<file path="src/rtl/clock_pkg.sv">
// clock_pkg: shared definitions for the clock's time-setting path.
//   - field widths for year/month/day/hour/minute/second
//   - field_t: edit FSM state, which doubles as the display blink-field code
//   - reset date constants
//   - is_leap / days_in_month calendar helpers
package clock_pkg;

    localparam int YEAR_W  = 16;
    localparam int MONTH_W = 4;
    localparam int DAY_W   = 5;
    localparam int HOUR_W  = 5;
    localparam int MIN_W   = 6;
    localparam int SEC_W   = 6;

    // Encoding is visible on edit_field, so the values are fixed.
    typedef enum logic [2:0] {
        F_IDLE   = 3'd0,
        F_YEAR   = 3'd1,
        F_MONTH  = 3'd2,
        F_DAY    = 3'd3,
        F_HOUR   = 3'd4,
        F_MINUTE = 3'd5,
        F_SECOND = 3'd6
    } field_t;

    localparam int                 RST_YEAR  = 2000;
    localparam logic [MONTH_W-1:0] RST_MONTH = 4'd1;
    localparam logic [DAY_W-1:0]   RST_DAY   = 5'd1;

    function automatic logic is_leap(input logic [YEAR_W-1:0] year);
        return ((year % 16'd400) == 16'd0) ||
               (((year % 16'd4) == 16'd0) && ((year % 16'd100) != 16'd0));
    endfunction

    function automatic logic [DAY_W-1:0] days_in_month(input logic [MONTH_W-1:0] month,
                                                       input logic [YEAR_W-1:0]  year);
        case (month)
            4'd2:                     return is_leap(year) ? 5'd29 : 5'd28;
            4'd4, 4'd6, 4'd9, 4'd11: return 5'd30;
            default:                  return 5'd31;
        endcase
    endfunction

endpackage

</file>
<file path="src/rtl/button_debounce.sv">
// button_debounce: 2-flop synchroniser plus tick-sampled debouncer for one button.
//   clk, rst   system clock, asynchronous active-high reset
//   tick_ms    1 kHz sampling strobe
//   btn_raw    raw asynchronous button level
//   level      debounced level
//   press      one-cycle pulse on a debounced 0->1 transition
module button_debounce #(
    parameter int DEBOUNCE_MS = 20
) (
    input  logic clk,
    input  logic rst,
    input  logic tick_ms,
    input  logic btn_raw,
    output logic level,
    output logic press
);

    localparam int            CW       = $clog2(DEBOUNCE_MS + 1);
    localparam logic [CW-1:0] CNT_LAST = CW'(DEBOUNCE_MS - 1);

    logic          sync_p0, sync_p1;
    logic [CW-1:0] cnt;

    always_ff @(posedge clk or posedge rst) begin
        if (rst) begin
            sync_p0 <= 1'b0;
            sync_p1 <= 1'b0;
            level   <= 1'b0;
            press   <= 1'b0;
            cnt     <= '0;
        end else begin
            sync_p0 <= btn_raw;
            sync_p1 <= sync_p0;
            press   <= 1'b0;
            if (tick_ms) begin
                // Count consecutive samples disagreeing with the accepted level;
                // any agreeing sample restarts the run.
                if (sync_p1 != level) begin
                    if (cnt == CNT_LAST) begin
                        level <= sync_p1;
                        press <= sync_p1;
                        cnt   <= '0;
                    end else begin
                        cnt <= cnt + CW'(1);
                    end
                end else begin
                    cnt <= '0;
                end
            end
        end
    end

endmodule

</file>
<file path="src/rtl/time_editor.sv">
// time_editor: user time-setting front end.
//   clk, rst                       system clock, asynchronous active-high reset
//   tick_ms                        1 kHz strobe (debounce sampling, edit timeout)
//   up/down/left/right/middle      raw buttons
//   cur_*                          live time, snapshotted when an edit starts
//   set_*                          edited date/time (registered)
//   set_load                       one-cycle commit strobe
//   edit_active, edit_field        edit status / field being edited (0 = idle)
module time_editor
    import clock_pkg::*;
#(
    parameter int DEBOUNCE_MS = 20,
    parameter int TIMEOUT_MS  = 10000,
    parameter int YEAR_MIN    = RST_YEAR,
    parameter int YEAR_MAX    = 2099
) (
    input  logic        clk,
    input  logic        rst,
    input  logic        tick_ms,
    input  logic        up,
    input  logic        down,
    input  logic        left,
    input  logic        right,
    input  logic        middle,
    input  logic [15:0] cur_year,
    input  logic [3:0]  cur_month,
    input  logic [4:0]  cur_day,
    input  logic [4:0]  cur_hour,
    input  logic [5:0]  cur_minute,
    input  logic [5:0]  cur_second,
    output logic [15:0] set_year,
    output logic [3:0]  set_month,
    output logic [4:0]  set_day,
    output logic [4:0]  set_hour,
    output logic [5:0]  set_minute,
    output logic [5:0]  set_second,
    output logic        set_load,
    output logic        edit_active,
    output logic [2:0]  edit_field
);

    localparam logic [YEAR_W-1:0] YMIN    = 16'(YEAR_MIN);
    localparam logic [YEAR_W-1:0] YMAX    = 16'(YEAR_MAX);
    localparam int                TO_W    = $clog2(TIMEOUT_MS + 1);
    localparam logic [TO_W-1:0]   TO_LAST = TO_W'(TIMEOUT_MS - 1);

    field_t            state, state_n;
    logic [4:0]        prs;
    logic [4:0]        btn_level_unused;   // only press edges drive the editor
    logic              p_mid, p_left, p_right, p_up, p_dn, any_press, edit;
    logic [TO_W-1:0]   to_cnt;
    logic [YEAR_W-1:0] n_year;
    logic [3:0]        n_month;
    logic [4:0]        n_day, n_hour, dim_cur, dim_new;
    logic [5:0]        n_minute, n_second;

    button_debounce #(.DEBOUNCE_MS(DEBOUNCE_MS)) u_db_mid (.clk(clk), .rst(rst), .tick_ms(tick_ms),
        .btn_raw(middle), .level(btn_level_unused[4]), .press(prs[4]));
    button_debounce #(.DEBOUNCE_MS(DEBOUNCE_MS)) u_db_left (.clk(clk), .rst(rst), .tick_ms(tick_ms),
        .btn_raw(left), .level(btn_level_unused[3]), .press(prs[3]));
    button_debounce #(.DEBOUNCE_MS(DEBOUNCE_MS)) u_db_right (.clk(clk), .rst(rst), .tick_ms(tick_ms),
        .btn_raw(right), .level(btn_level_unused[2]), .press(prs[2]));
    button_debounce #(.DEBOUNCE_MS(DEBOUNCE_MS)) u_db_up (.clk(clk), .rst(rst), .tick_ms(tick_ms),
        .btn_raw(up), .level(btn_level_unused[1]), .press(prs[1]));
    button_debounce #(.DEBOUNCE_MS(DEBOUNCE_MS)) u_db_down (.clk(clk), .rst(rst), .tick_ms(tick_ms),
        .btn_raw(down), .level(btn_level_unused[0]), .press(prs[0]));

    // Only the highest-priority press of a cycle survives.
    assign p_mid     = prs[4];
    assign p_left    = prs[3] & ~prs[4];
    assign p_right   = prs[2] & ~|prs[4:3];
    assign p_up      = prs[1] & ~|prs[4:2];
    assign p_dn      = prs[0] & ~|prs[4:1];
    assign any_press = |prs;
    assign edit      = (state != F_IDLE);

    assign edit_active = edit;
    assign edit_field  = state;

    function automatic logic [5:0] step(input logic [5:0] v, input logic [5:0] lo,
                                        input logic [5:0] hi, input logic inc);
        if (inc) return (v >= hi) ? lo : v + 6'd1;
        else     return (v <= lo) ? hi : v - 6'd1;
    endfunction

    function automatic field_t next_field(input field_t f);
        case (f)
            F_YEAR:   return F_MONTH;
            F_MONTH:  return F_DAY;
            F_DAY:    return F_HOUR;
            F_HOUR:   return F_MINUTE;
            F_MINUTE: return F_SECOND;
            default:  return F_YEAR;
        endcase
    endfunction

    function automatic field_t prev_field(input field_t f);
        case (f)
            F_MONTH:  return F_YEAR;
            F_DAY:    return F_MONTH;
            F_HOUR:   return F_DAY;
            F_MINUTE: return F_HOUR;
            F_SECOND: return F_MINUTE;
            default:  return F_SECOND;
        endcase
    endfunction

    always_ff @(posedge clk or posedge rst) begin
        if (rst) state <= F_IDLE;
        else     state <= state_n;
    end

    always_comb begin
        state_n = state;
        if (!edit) begin
            if (p_mid) state_n = F_HOUR;
        end else if (p_mid) begin
            state_n = F_IDLE;
        end else if (p_left) begin
            state_n = prev_field(state);
        end else if (p_right) begin
            state_n = next_field(state);
        end else if (!any_press && tick_ms && (to_cnt == TO_LAST)) begin
            state_n = F_IDLE;
        end
    end

    // Next edit-register values: snapshot on entry, field step while editing.
    always_comb begin
        n_year   = set_year;
        n_month  = set_month;
        n_day    = set_day;
        n_hour   = set_hour;
        n_minute = set_minute;
        n_second = set_second;
        dim_cur  = days_in_month(set_month, set_year);
        if (!edit) begin
            if (p_mid) begin
                if (cur_year < YMIN)      n_year = YMIN;
                else if (cur_year > YMAX) n_year = YMAX;
                else                      n_year = cur_year;
                if (cur_month == 4'd0)      n_month = 4'd1;
                else if (cur_month > 4'd12) n_month = 4'd12;
                else                        n_month = cur_month;
                n_day    = (cur_day == 5'd0) ? 5'd1 : cur_day;
                n_hour   = (cur_hour > 5'd23) ? 5'd23 : cur_hour;
                n_minute = (cur_minute > 6'd59) ? 6'd59 : cur_minute;
                n_second = (cur_second > 6'd59) ? 6'd59 : cur_second;
            end
        end else if (p_up || p_dn) begin
            case (state)
                F_YEAR: begin
                    if (p_up) n_year = (set_year >= YMAX) ? YMIN : set_year + 16'd1;
                    else      n_year = (set_year <= YMIN) ? YMAX : set_year - 16'd1;
                end
                F_MONTH:  n_month  = 4'(step(6'(set_month), 6'd1, 6'd12, p_up));
                F_DAY:    n_day    = 5'(step(6'(set_day), 6'd1, 6'(dim_cur), p_up));
                F_HOUR:   n_hour   = 5'(step(6'(set_hour), 6'd0, 6'd23, p_up));
                F_MINUTE: n_minute = step(set_minute, 6'd0, 6'd59, p_up);
                F_SECOND: n_second = step(set_second, 6'd0, 6'd59, p_up);
                default:  ;
            endcase
        end
        // Keeps the day legal after any year/month change or snapshot.
        dim_new = days_in_month(n_month, n_year);
        if (n_day > dim_new) n_day = dim_new;
    end

    always_ff @(posedge clk or posedge rst) begin
        if (rst) begin
            set_year   <= YMIN;
            set_month  <= RST_MONTH;
            set_day    <= RST_DAY;
            set_hour   <= '0;
            set_minute <= '0;
            set_second <= '0;
            set_load   <= 1'b0;
            to_cnt     <= '0;
        end else begin
            set_year   <= n_year;
            set_month  <= n_month;
            set_day    <= n_day;
            set_hour   <= n_hour;
            set_minute <= n_minute;
            set_second <= n_second;
            set_load   <= edit && p_mid;
            if (!edit || any_press) to_cnt <= '0;
            else if (tick_ms)       to_cnt <= to_cnt + TO_W'(1);
        end
    end

endmodule

</file>
<file path="config.mk">
export PLATFORM = sky130hd
export DESIGN_NAME = time_editor
export DESIGN_NICKNAME = d
export VERILOG_FILES = /design/src/rtl/clock_pkg.sv /design/src/rtl/button_debounce.sv /design/src/rtl/time_editor.sv
export SDC_FILE = /design/constraint.sdc
export NUM_CORES = 1
export LEC_CHECK = 0
export CAP_MARGIN = 0
export CORE_AREA = 2 2 147 149
export DETAILED_ROUTE_END_ITERATION = 10
export DIE_AREA = 0 0 149 151
export GPL_TIMING_DRIVEN = 0
export PLACE_DENSITY = 0.78
export SLEW_MARGIN = 30
export SYNTH_ARGS = -nofsm -noshare
export SYNTH_HDL_FRONTEND = slang
export SYNTH_SLANG_ARGS = --single-unit
</file>
<file path="constraint.sdc">
create_clock -name clk -period 9.8 [get_ports clk]
set_clock_uncertainty 0.15 [all_clocks]
set_input_delay 1.47 -clock clk [delete_from_list [all_inputs] [get_ports clk]]
set_output_delay 1.47 -clock clk [all_outputs]
set_load 0.05 [all_outputs]
</file>
==> qor.yml, run 1 <==
status:
  status: "complete, no violations"
global_route:
  gr-total-overflow: 0
  antenna_found_initial: 0
  grt_usage_pct: 30.0
  grt_max_degree: 67
  grt_pass1_vias: 11428
  grt_pass1_wl_um: 55800
worst_setup_path:
  rrSetupSlack_ns: 0.26
  worst-path-stages: 42
  cp.buffers_inverters: 8
  endpoint_kind: "flop"
  cp.arrival_ns: 9.73
  criticalPathCategory: "in -> reg"
  slowest_stage: "clkdlybuf4s50_1"
  reg2reg_from: "set_year[1]$_DFF_PP0_"
  critPathLaunchType: "input port"
  cp_max_fo: 7
  critPathMaxStageDelay_ns: 0.68
  reg2reg_depth: 43
  crit_family: "compound AO/OA/AOI/OAI gates"
  critPathCapture: "set_day[0]$_DFF_PP1_"
  r2r-end: "set_day[0]$_DFF_PP1_"
  cp-startpoint: "cur_year[11]"
  cp.required_ns: 9.95
sta:
  fin_setup_tns_ns: 0
  maxSlewHeadroom_pct: 38.3
  fin_crit_ns: 9.58
  hold_viol_final: 0
  max_freq_mhz: 104
  setup_viol: 0
  worst-slew-pin-transition_ns: 0.918
  slew_viol_final: 0
  period_share_pct: 97.7
clock_network:
  postCtsHoldBufs: 0
  cts_root_buffer: "clkbuf_16"
  clk_pin_slew_worst_paths_ns: 0.08
  numClockSinks: 105
  cts_buffer_depth: 2
  htreeDepth: 3
  cts_tree: "done"
  clk_latency_ns: 0.37
  cts_buffers: 9
detailed_routing:
  drtPass1Iterations: 5
  vias_per_cell: 6.65
  drc_errors: 0
  ant_nets: 0
  vias: 12745
  wl_per_cell_um: 18.7
  wirelength_um: 35900
  drt_iter0_markers: 1435
yosys:
  yosysMostFrequentCell: "nor2_1"
  synth_seq_cells: 105
  synth_edf_count: 0
  synthTopCellsByArea: "dfrtp_1, nor2_1, nand2_1"
  syn_area_um2: 11000
  ys_types: 114
  ys.flop_type: "dfrtp_1"
  yosysWarnings: 0
  yosysTopAreaCell: "dfrtp_1"
  synth_fp_nets: 1546
  yosys-top-cells-count: "nor2_1, nand2_1, o21ai_0"
  async_flop_share_pct: 100
  ys_seq_area_share_pct: 23.9
  synth_top_area_share_pct: 22.0
  synth.avg_cell_area_um2: 7.53
  synth_cells: 1467
finish:
  layout.nets: 1716
  post-route-util_pct: 67.2
  diodes: 0
  final_area_um2: 14000
  instances_no_fill: 1917
  fill_cells: 1714
  regArea_um2: 2640
  drive_above_1_share_pct: 17.8
  area_growth_pct: 26.7
  multiInputGateArea_um2: 8580
die:
  core_area_um2: 20800
  rows: 53
  dieHeight_um: 151
  chipWidth_um: 149
  ioPinCount: 97
  initial_core_util_pct: 53.1
  die_area_um2: 22500
worst_hold_path:
  min_path_type: "reg -> reg"
  hp-start: "u_db_down.sync_p0$_DFF_PP0_"
pwr:
  irDropWorstVdd_mv: 0.109
  power.density_nw_per_um2: 72.4
  p_leak_nw: 5.49
placement:
  routabilityCongestion: 0.991
  dp_hpwl_um: 24900
  placed_cells_incl_taps: 1839
  io_buffers: 96
  postPlaceCellArea_um2: 12400
job:
  drv_cap: 0
## power by group
| part | total [mW] | switching, mW | leakage, nW | internal [mW] |
|---|---|---|---|---|
| logic | 0.146 | 0.0758 | 4.09 | 0.0704 |
| clock network | 0.370 | 0.184 | 0.140 | 0.185 |
| registers | 0.497 | 0.0328 | 1.26 | 0.464 |
## through the flow
stage          hold slack, ns  setup WS (ns)  total power, mW
6_report                0.199          0.224             1.01
2_1_floorplan           0.181          0.143            0.584
5_1_grt                 0.206         -0.271             1.05
3_5_place_dp            0.185          -1.39            0.636
4_1_cts                 0.200        0.00282             1.01
3_3_place_gp            0.182          -1.25            0.628
## worst min path at each step
stage / cells after the start / endpoint
after floorplan: 0 / u_db_down.sync_p1$_DFF_PP0_
after global placement: 0 / u_db_mid.sync_p1$_DFF_PP0_
after detailed placement: 0 / u_db_down.sync_p1$_DFF_PP0_
after CTS: 0 / u_db_down.sync_p1$_DFF_PP0_
after global routing: 0 / u_db_up.sync_p1$_DFF_PP0_
final: 0 / u_db_down.sync_p1$_DFF_PP0_
## cell families (layout without fill, tap and decap cells)
group	count (synthesis)	after routing	share of synthesized area (%)
and+or+nand+nor	586	586	26.6
AOI/OAI and AO/OA	506	506	32.1
buffers and inverters	140	315	5.24
DFF	105	105	23.9
xor gates and xnor gates	71	71	5.93
adders and majority gates	34	34	3.75
muxes	25	25	2.50
## timing repair
item	4_1_cts	5_1_grt
pin swaps	22	61
setup buffers	28	37
endpoints found under the setup margin	2	2
resized for setup	66	132
## routing by layer
metal,track usage (%),vias to the layer above,share of wire (%)
met2,48.5,637,47
met1,40.9,6124,42
met4,12.1,0,3.2
met5,0,-,0
li1,-,5874,-
met3,4.01,110,7.6
## registers in the layout, summed over array words and instances, names as in the netlist, 3 cells and up
register and count:
set_day 5, set_second 6, to_cnt 14, set_month 4, u_db_right.cnt 5, u_db_mid.cnt 5, edit_field 3, u_db_up.cnt 5
set_minute 6, set_hour 5, u_db_left.cnt 5, set_year 16, u_db_down.cnt 5
## worst reg2reg max path, delay by kind of cell (launching register included)
family	cells	cell delay, ns
AOI/OAI and AO/OA	19	4.29
and+or+nand+nor	10	2.30
xor gates and xnor gates	3	0.41
DFF	1	0.46
buffers and inverters	7	0.93
adders and majority gates	4	0.92
## placed cells by master, fill, tap and decap left out, types with 25 or more instances in the layout
cell,n
xnor2_1,36
o211ai_1,35
nand2_1,148
nand3_1,50
clkbuf_1,49
clkdlybuf4s50_1,92
a21oi_1,73
buf_4,68
dfrtp_1,92
ha_1,25
nand4_1,27
nor2_1,150
xor2_1,27
a31oi_1,31
inv_1,46
nor3_1,40
o21ai_0,97
## layout make-up
type | count | share of cell area [%]
tap | 275 | 2.46
clock inverter | 6 | 0.429
timing repair buffer | 162 | 10.6
multi-input combinational | 1222 | 61.3
sequential | 105 | 18.9
inverter | 57 | 1.64
buffer | 80 | 2.92
clock buffer | 10 | 1.71
(Power assumes the default switching activity.)
==> inputs of run 2 (changes only) <==
--- a/config.mk
+++ b/config.mk
@@ -5,13 +5,16 @@
 export SDC_FILE = /design/constraint.sdc
 export NUM_CORES = 1
 export LEC_CHECK = 0
+export ABC_AREA = 1
 export CAP_MARGIN = 0
-export CORE_AREA = 2 2 147 149
+export CORE_AREA = 2 2 144 146
+export CTS_CLUSTER_SIZE = 10
 export DETAILED_ROUTE_END_ITERATION = 10
-export DIE_AREA = 0 0 149 151
+export DIE_AREA = 0 0 146 148
 export GPL_TIMING_DRIVEN = 0
 export PLACE_DENSITY = 0.78
 export SLEW_MARGIN = 30
 export SYNTH_ARGS = -nofsm -noshare
 export SYNTH_HDL_FRONTEND = slang
+export SYNTH_HIERARCHICAL = 1
 export SYNTH_SLANG_ARGS = --single-unit
==> run 2 against run 1 <==
Effect of this change: via count down 15%; clock power up 5%; synthesized cell count up 8.2%; core utilization down 5.9 points; critical path depth up 28; global-route usage down 3.9 points; register-to-register slack better by 1.3 ns; sequential power down 4.0%; non-clock buffer count down 105; critical endpoint is now set_day[1]$_DFF_PP0_.
==> qor.yml, run 2 <==
status:
  status: "complete, no violations"
clock_network:
  cts_resized: 0  # -100%
  numClockSinks: 105  # unchanged
  clk_pin_slew_worst_paths_ns: 0.08  # about the same
  cts_tree: "done"
  cts_root_buffer: "clkbuf_16"
  clk_latency_ns: 0.37  # about the same
  postCtsHoldBufs: 0  # unchanged
  cts_buffer_depth: 2  # unchanged
  cts_buffers: 9  # unchanged
  htreeDepth: 3  # unchanged
  postCtsSetupRepairBufs: 0  # -100%
yosys:
  ys_seq_area_share_pct: 24.8  # +0.93 points
  syn_area_um2: 10600  # -3.8%
  ys.flop_type: "dfrtp_1"
  async_flop_share_pct: 100  # unchanged
  synth_edf_count: 0  # unchanged
  synth_seq_cells: 105  # unchanged
  ys_types: 62  # -46%
  yosysWarnings: 6  # +6
  synthTopCellsByArea: "dfrtp_1, nand2_1, inv_1"
  synth_cells: 1588  # +8.2%
  synth_top_area_share_pct: 22.8  # +0.86 points
  yosysTopAreaCell: "dfrtp_1"
  yosysMostFrequentCell: "nand2_1"
  synth.avg_cell_area_um2: 6.70  # -11%
  yosys-top-cells-count: "nand2_1, inv_1, nand3_1"
  synth_fp_nets: 1666  # +7.8%
sta:
  fin_setup_tns_ns: 0  # unchanged
  period_share_pct: 83.7  # -14 points
  hold_ws_ns: 0.203  # +0.00402 ns
  setup_viol: 0  # unchanged
  fin_crit_ns: 8.20  # -1.37 ns
  slew_viol_final: 0  # unchanged
  rsz0062_at_grt: "false"
  maxSlewHeadroom_pct: 36.4  # -1.9 points
  worst-slew-pin-transition_ns: 0.951  # +0.0325 ns
  max_freq_mhz: 122  # +17%
  fin_ws_ns: 1.60  # +1.37 ns
  hold_viol_final: 0  # unchanged
global_route:
  grt_max_degree: 46  # -31%
  gr-total-overflow: 0  # unchanged
  grt_usage_pct: 26.1  # -3.9 points
  grt_pass1_wl_um: 47600  # -15%
  grt_pass1_vias: 10115  # -11%
  antenna_found_initial: 0  # unchanged
worst_setup_path:
  reg2reg_from: "set_year[11]$_DFF_PP0_"
  critPathMaxStageDelay_ns: 0.54  # -0.14 ns
  reg2reg_depth: 70  # +63%
  cp.arrival_ns: 8.30  # -1.43 ns
  cp.required_ns: 9.90  # -0.05 ns
  cpMostUsedCell: "nand2_1"
  cp-startpoint: "set_year[11]$_DFF_PP0_"
  critPathLaunchType: "flop"
  cp_max_fo: 9  # +2
  slowest_stage: "nor4_1"
  r2r-end: "set_day[1]$_DFF_PP0_"
  endpoint_kind: "flop"
  criticalPathCategory: "reg -> reg"
  rrSetupSlack_ns: 1.60  # +1.34 ns
finish:
  regMostFlops: "set_year"
  drive_above_1_share_pct: 14.8  # -3.1 points
  largest_reg_flops: 16  # unchanged
  reg_top3: "set_year (16), to_cnt (14)"
  fill_cells: 1934  # +13%
  diodes: 0  # unchanged
  layout.nets: 1774  # +3.4%
  layout_common_cells: "nand2_1, inv_1, nand3_1"
  area_growth_pct: 15.5
  final_common_cell: "nand2_1"
die:
  initial_core_util_pct: 53.1  # about the same
  dieHeight_um: 148  # -2.0%
  rows: 52  # -1.9%
  ioPinCount: 97  # unchanged
  core_area_um2: 20000  # -3.8%
  chipWidth_um: 146  # -2.0%
  die_area_um2: 21600  # -4.0%
pwr:
  p_leak_nw: 6.04  # +9.9%
  irDropWorstVdd_mv: 0.0954  # -12%
  power.density_nw_per_um2: 79.2  # +9.5%
detailed_routing:
  drc_errors: 0  # unchanged
  wl_per_cell_um: 14.2  # -24%
  drtPass1Iterations: 7  # +2
  vias_per_cell: 5.50  # -17%
  vias: 10834  # -15%
  wirelength_um: 27900  # -22%
  drt_iter0_markers: 842  # -41%
  ant_nets: 0  # unchanged
worst_hold_path:
  min_to: "u_db_down/sync_p1$_DFF_PP0_"
  hp-start: "u_db_down/sync_p0$_DFF_PP0_"
  min_path_type: "reg -> reg"
  min_delay_path_depth: 0  # unchanged
placement:
  pre_cts_ws_ns: 1.36  # +2.75 ns
  dp_hpwl_um: 21600  # -14%
  routabilityCongestion: 0.952  # -3.9%
  io_buffers: 96  # unchanged
job:
  drv_cap: 0  # unchanged
==> run 2: cell count changes in the layout (fill, tap and decap cells not counted), moves of 22 or more <==
cell      previous run  this run
inv_2                3        34
inv_1               46       185
nand3_1             50       134
nor2_1             150       116
clkbuf_1            49        16
nand2_2              3        60
nand2_1            148       392
buf_4               68         6
nor3_1              40        18
xnor2_1             36         5
==> run 2: worst max path at each step <==
| stage | to | slack [ns] |
|---|---|---|
| final | set_day[1]$_DFF_PP0_ | 1.60 |
| after global routing | set_day[1]$_DFF_PP0_ | 0.49 |
| after CTS | set_day[1]$_DFF_PP0_ | 1.68 |
| after detailed placement | set_day[1]$_DFF_PP0_ | 1.36 |
| after global placement | set_day[1]$_DFF_PP0_ | 1.54 |
| after floorplan | set_day[1]$_DFF_PP0_ | 2.47 |
==> run 2: per-layer routing <==
metal / vias to the layer above / track usage, % / part of all wire [%]
met3: 38 / 3.98 / 7.0
li1: 5459 / - / -
met4: 0 / 7.48 / 1.9
met5: - / 0 / 0
met2: 380 / 44.5 / 48
met1: 4957 / 34.7 / 43
==> run 2: logic make-up (layout without fill, tap and decap cells) <==
kind of cell | after synthesis | count (layout) | synth area share, %
adder cells (fa/ha/maj) | 28 | 28 | 3.29
flip-flops | 105 | 105 | 24.8
XOR/XNOR | 47 | 47 | 3.87
buffers and inverters | 264 | 377 | 10.3
AND/OR/NAND/NOR | 874 | 874 | 42.1
AO/OA/AOI/OAI | 270 | 270 | 15.7
==> run 2: metrics by stage <==
step           area (um2)  power [mW]  util [%]  cells
2_1_floorplan       10600       0.549         -   1588
3_3_place_gp        11900       0.586      59.5   1954
3_5_place_dp        12000       0.593      59.7   1955
4_1_cts             12300       0.985      61.3   1971
5_1_grt             12300        1.02      61.3   1971
6_report            12300       0.973      61.3   1971
==> run 2: cell type report <==
class / count / area [um2] / share of cell area (%)
multi-input cells: 1219 / 6900 / 56.2
repair buffers: 97 / 988 / 8.05
clock inverters: 7 / 96.3 / 0.784
flip-flops and latches: 105 / 2640 / 21.5
plain buffers: 40 / 249 / 2.03
clock buffers: 9 / 225 / 1.83
inverters: 224 / 845 / 6.88
well taps: 270 / 338 / 2.75
==> run 2: critical path: cells and delay by family, from the launching register on <==
family	cells	cell delay, ns
adders and majority gates	2	0.55
AOI/OAI and AO/OA	7	0.85
and+or+nand+nor	55	5.64
DFF	1	0.40
buffers and inverters	6	0.48
==> run 2: where the power goes <==
group	internal, mW	total [mW]	leakage (nW)	switching, mW
clock	0.187	0.388	0.156	0.200
sequential	0.457	0.477	1.27	0.0202
combinational	0.0498	0.108	4.61	0.0587
total	0.694	0.973	6.04	0.279
==> inputs of run 3 (changes only) <==
==> constraint.sdc (replaced) <==
create_clock -name clk -period 7.1 [get_ports clk]
set_clock_uncertainty 0.15 [all_clocks]
set_input_delay 1.065 -clock clk [delete_from_list [all_inputs] [get_ports clk]]
set_output_delay 1.065 -clock clk [all_outputs]
set_load 0.05 [all_outputs]
==> run 3 against run 2 <==
Effect of this change: the run now ends with setup timing left; die area did not move; via count increased by 6.0%; worst setup slack got worse by 2.2 ns; register-to-register slack got worse by 2.2 ns; non-clock buffer count increased by 69; first-iteration DRC count up 11%; largest cell class unchanged.
==> qor.yml, run 3 (synthesis results as in run 2) <==
clock_network:
  numClockSinks: 105  # unchanged
  clk_pin_slew_worst_paths_ns: 0.09  # about the same
  cts_buffers: 9  # unchanged
  cts_tree: "done"
  htreeDepth: 3  # unchanged
  cts_buffer_depth: 2  # unchanged
  cts_root_buffer: "clkbuf_16"
  postCtsHoldBufs: 0  # unchanged
  clk_latency_ns: 0.37  # about the same
pwr:
  p_leak_nw: 6.55  # +8.5%
  irDropWorstVdd_mv: 0.130  # +37%
  power.density_nw_per_um2: 99.1  # +25%
  finalPower_mw: 1.35  # +39%
detailed_routing:
  drt_iter0_markers: 938  # +11%
  vias: 11480  # +6.0%
  vias_per_cell: 5.63  # +2.4%
  ant_nets: 0  # unchanged
  wl_per_cell_um: 15.2  # +7.2%
  drc_errors: 0  # unchanged
  wirelength_um: 31000  # +11%
  drtPass1Iterations: 6  # -1
sta:
  period_share_pct: 109  # +25 points
  fin_crit_ns: 7.72  # -0.483 ns
  slew_viol_final: 0  # unchanged
  rsz0062_at_grt: "true"
  hold_ws_ns: 0.203  # -0.000481 ns
  setup_viol: 3  # +3
  hold_viol_final: 0  # unchanged
  maxSlewHeadroom_pct: 39.5  # +3.1 points
  fin_ws_ns: -0.620  # -2.22 ns
  worst-slew-pin-transition_ns: 0.905  # -0.0461 ns
  max_freq_mhz: 130  # +6.3%
worst_setup_path:
  critPathMaxStageDelay_ns: 0.44  # -0.10 ns
  cp.required_ns: 7.27  # -2.63 ns
  endpoint_kind: "flop"
  reg2reg_from: "set_year[12]$_DFF_PP0_"
  cp-startpoint: "set_year[12]$_DFF_PP0_"
  cp.arrival_ns: 7.89  # -0.41 ns
  slowest_stage: "dfrtp_2"
  cp_max_fo: 6  # -3
  critPathCapture: "set_day[0]$_DFF_PP1_"
  critPathLaunchType: "flop"
  rrSetupSlack_ns: -0.62  # -2.22 ns
  r2r-end: "set_day[0]$_DFF_PP1_"
  reg2reg_depth: 68  # -2.9%
  criticalPathCategory: "reg -> reg"
die:
  rows: 52  # unchanged
  chipWidth_um: 146  # unchanged
  core_area_um2: 20000  # unchanged
  initial_core_util_pct: 53.1  # unchanged
  dieHeight_um: 148  # unchanged
  die_area_um2: 21600  # unchanged
  ioPinCount: 97  # unchanged
status:
  status: "finished, violations left"
  violations: "setup timing"
job:
  drv_cap: 0  # unchanged
finish:
  post-route-util_pct: 67.9  # +6.6 points
  area_growth_pct: 27.9
  diodes: 0  # unchanged
  fill_cells: 1644  # -15%
  reg_top3: "set_year (16), to_cnt (14)"
  layout_common_cells: "nand2_1, inv_1, nand3_1"
  layout.nets: 1843  # +3.9%
  drive_above_1_share_pct: 24.2  # +9.4 points
  largest_reg_flops: 16  # unchanged
  regMostFlops: "set_year"
  final_common_cell: "nand2_1"
global_route:
  grt_pass1_wl_um: 48400  # +1.7%
  grt_usage_pct: 26.7  # +0.61 points
  antenna_found_initial: 0  # unchanged
  grt_pass1_vias: 10340  # +2.2%
  grt_max_degree: 44  # -4.3%
  gr-total-overflow: 0  # unchanged
placement:
  routabilityCongestion: 0.922  # -3.2%
  io_buffers: 96  # unchanged
  pre_cts_ws_ns: -1.10  # -2.46 ns
  dp_hpwl_um: 21000  # -2.6%
worst_hold_path:
  min_path_type: "reg -> reg"
  hp-start: "u_db_left/sync_p0$_DFF_PP0_"
[run 3: cell count changes in the layout (fill, tap and decap cells not counted), sizes merged]
cell,change
clkinv,+1
inv,-1
buf,+69
dlymetal6s2s,+2
clkdlybuf4s50,-2
[run 3: power by group]
group | switching [mW] | total [mW] | leakage (nW) | internal [mW]
sequential | 0.0275 | 0.658 | 1.26 | 0.630
clock | 0.284 | 0.540 | 0.152 | 0.256
combinational | 0.0811 | 0.150 | 5.14 | 0.0686
[run 3: per-stage QoR]
| step | area (um2) | cells | setup TNS [ns] |
|---|---|---|---|
| final | 13600 | 2040 | -1.39 |
| after global routing | 13600 | 2040 | -3.66 |
| after CTS | 12900 | 2009 | -0.313 |
| after detailed placement | 12000 | 1955 | -2.16 |
| after global placement | 11900 | 1954 | -1.79 |
| after floorplan | 10600 | 1588 | 0 |
[run 3: area by class of cell]
| cell class | count | area [um2] | share of cell area, % |
|---|---|---|---|
| plain buffers | 38 | 234 | 1.72 |
| flip-flops and latches | 105 | 2640 | 19.4 |
| well taps | 270 | 338 | 2.48 |
| repair buffers | 168 | 1550 | 11.4 |
| clock inverters | 7 | 91.3 | 0.671 |
| multi-input cells | 1219 | 7670 | 56.4 |
| inverters | 224 | 852 | 6.26 |
| clock buffers | 9 | 225 | 1.66 |
[run 3: critical path: cells and delay by family (launching register included)]
family	cells	cell delay, ns
fa+ha+maj	2	0.52
buf+inv	7	0.54
simple gates	50	4.87
flops	1	0.44
compound gates	9	1.15
[run 3: worst min path at each step]
stage / end / slack, ns / cells after the start
6_report: u_db_left/sync_p1$_DFF_PP0_ / 0.20 / 0
5_1_grt: u_db_down/sync_p1$_DFF_PP0_ / 0.21 / 0
4_1_cts: u_db_mid/sync_p1$_DFF_PP0_ / 0.21 / 0
3_5_place_dp: u_db_left/sync_p1$_DFF_PP0_ / 0.19 / 0
3_3_place_gp: u_db_left/sync_p1$_DFF_PP0_ / 0.18 / 0
2_1_floorplan: u_db_down/sync_p1$_DFF_PP0_ / 0.18 / 0
[run 3: timing repair]
item,CTS,global route
hold endpoints to repair,0,0
endpoints found under the setup margin,3,5
resized for setup,72,131
setup buffers,40,31
pin swaps,57,73
[run 3: layer usage]
metal	part of all wire (%)	global-route usage, %	routed length, um	up-vias
li1	-	-	-	5596
met1	42	35.2	13100	5389
met2	48	44.8	14900	442
met3	7.4	5.77	2300	53
met4	2.1	7.28	648	0
met5	0	0	0	-
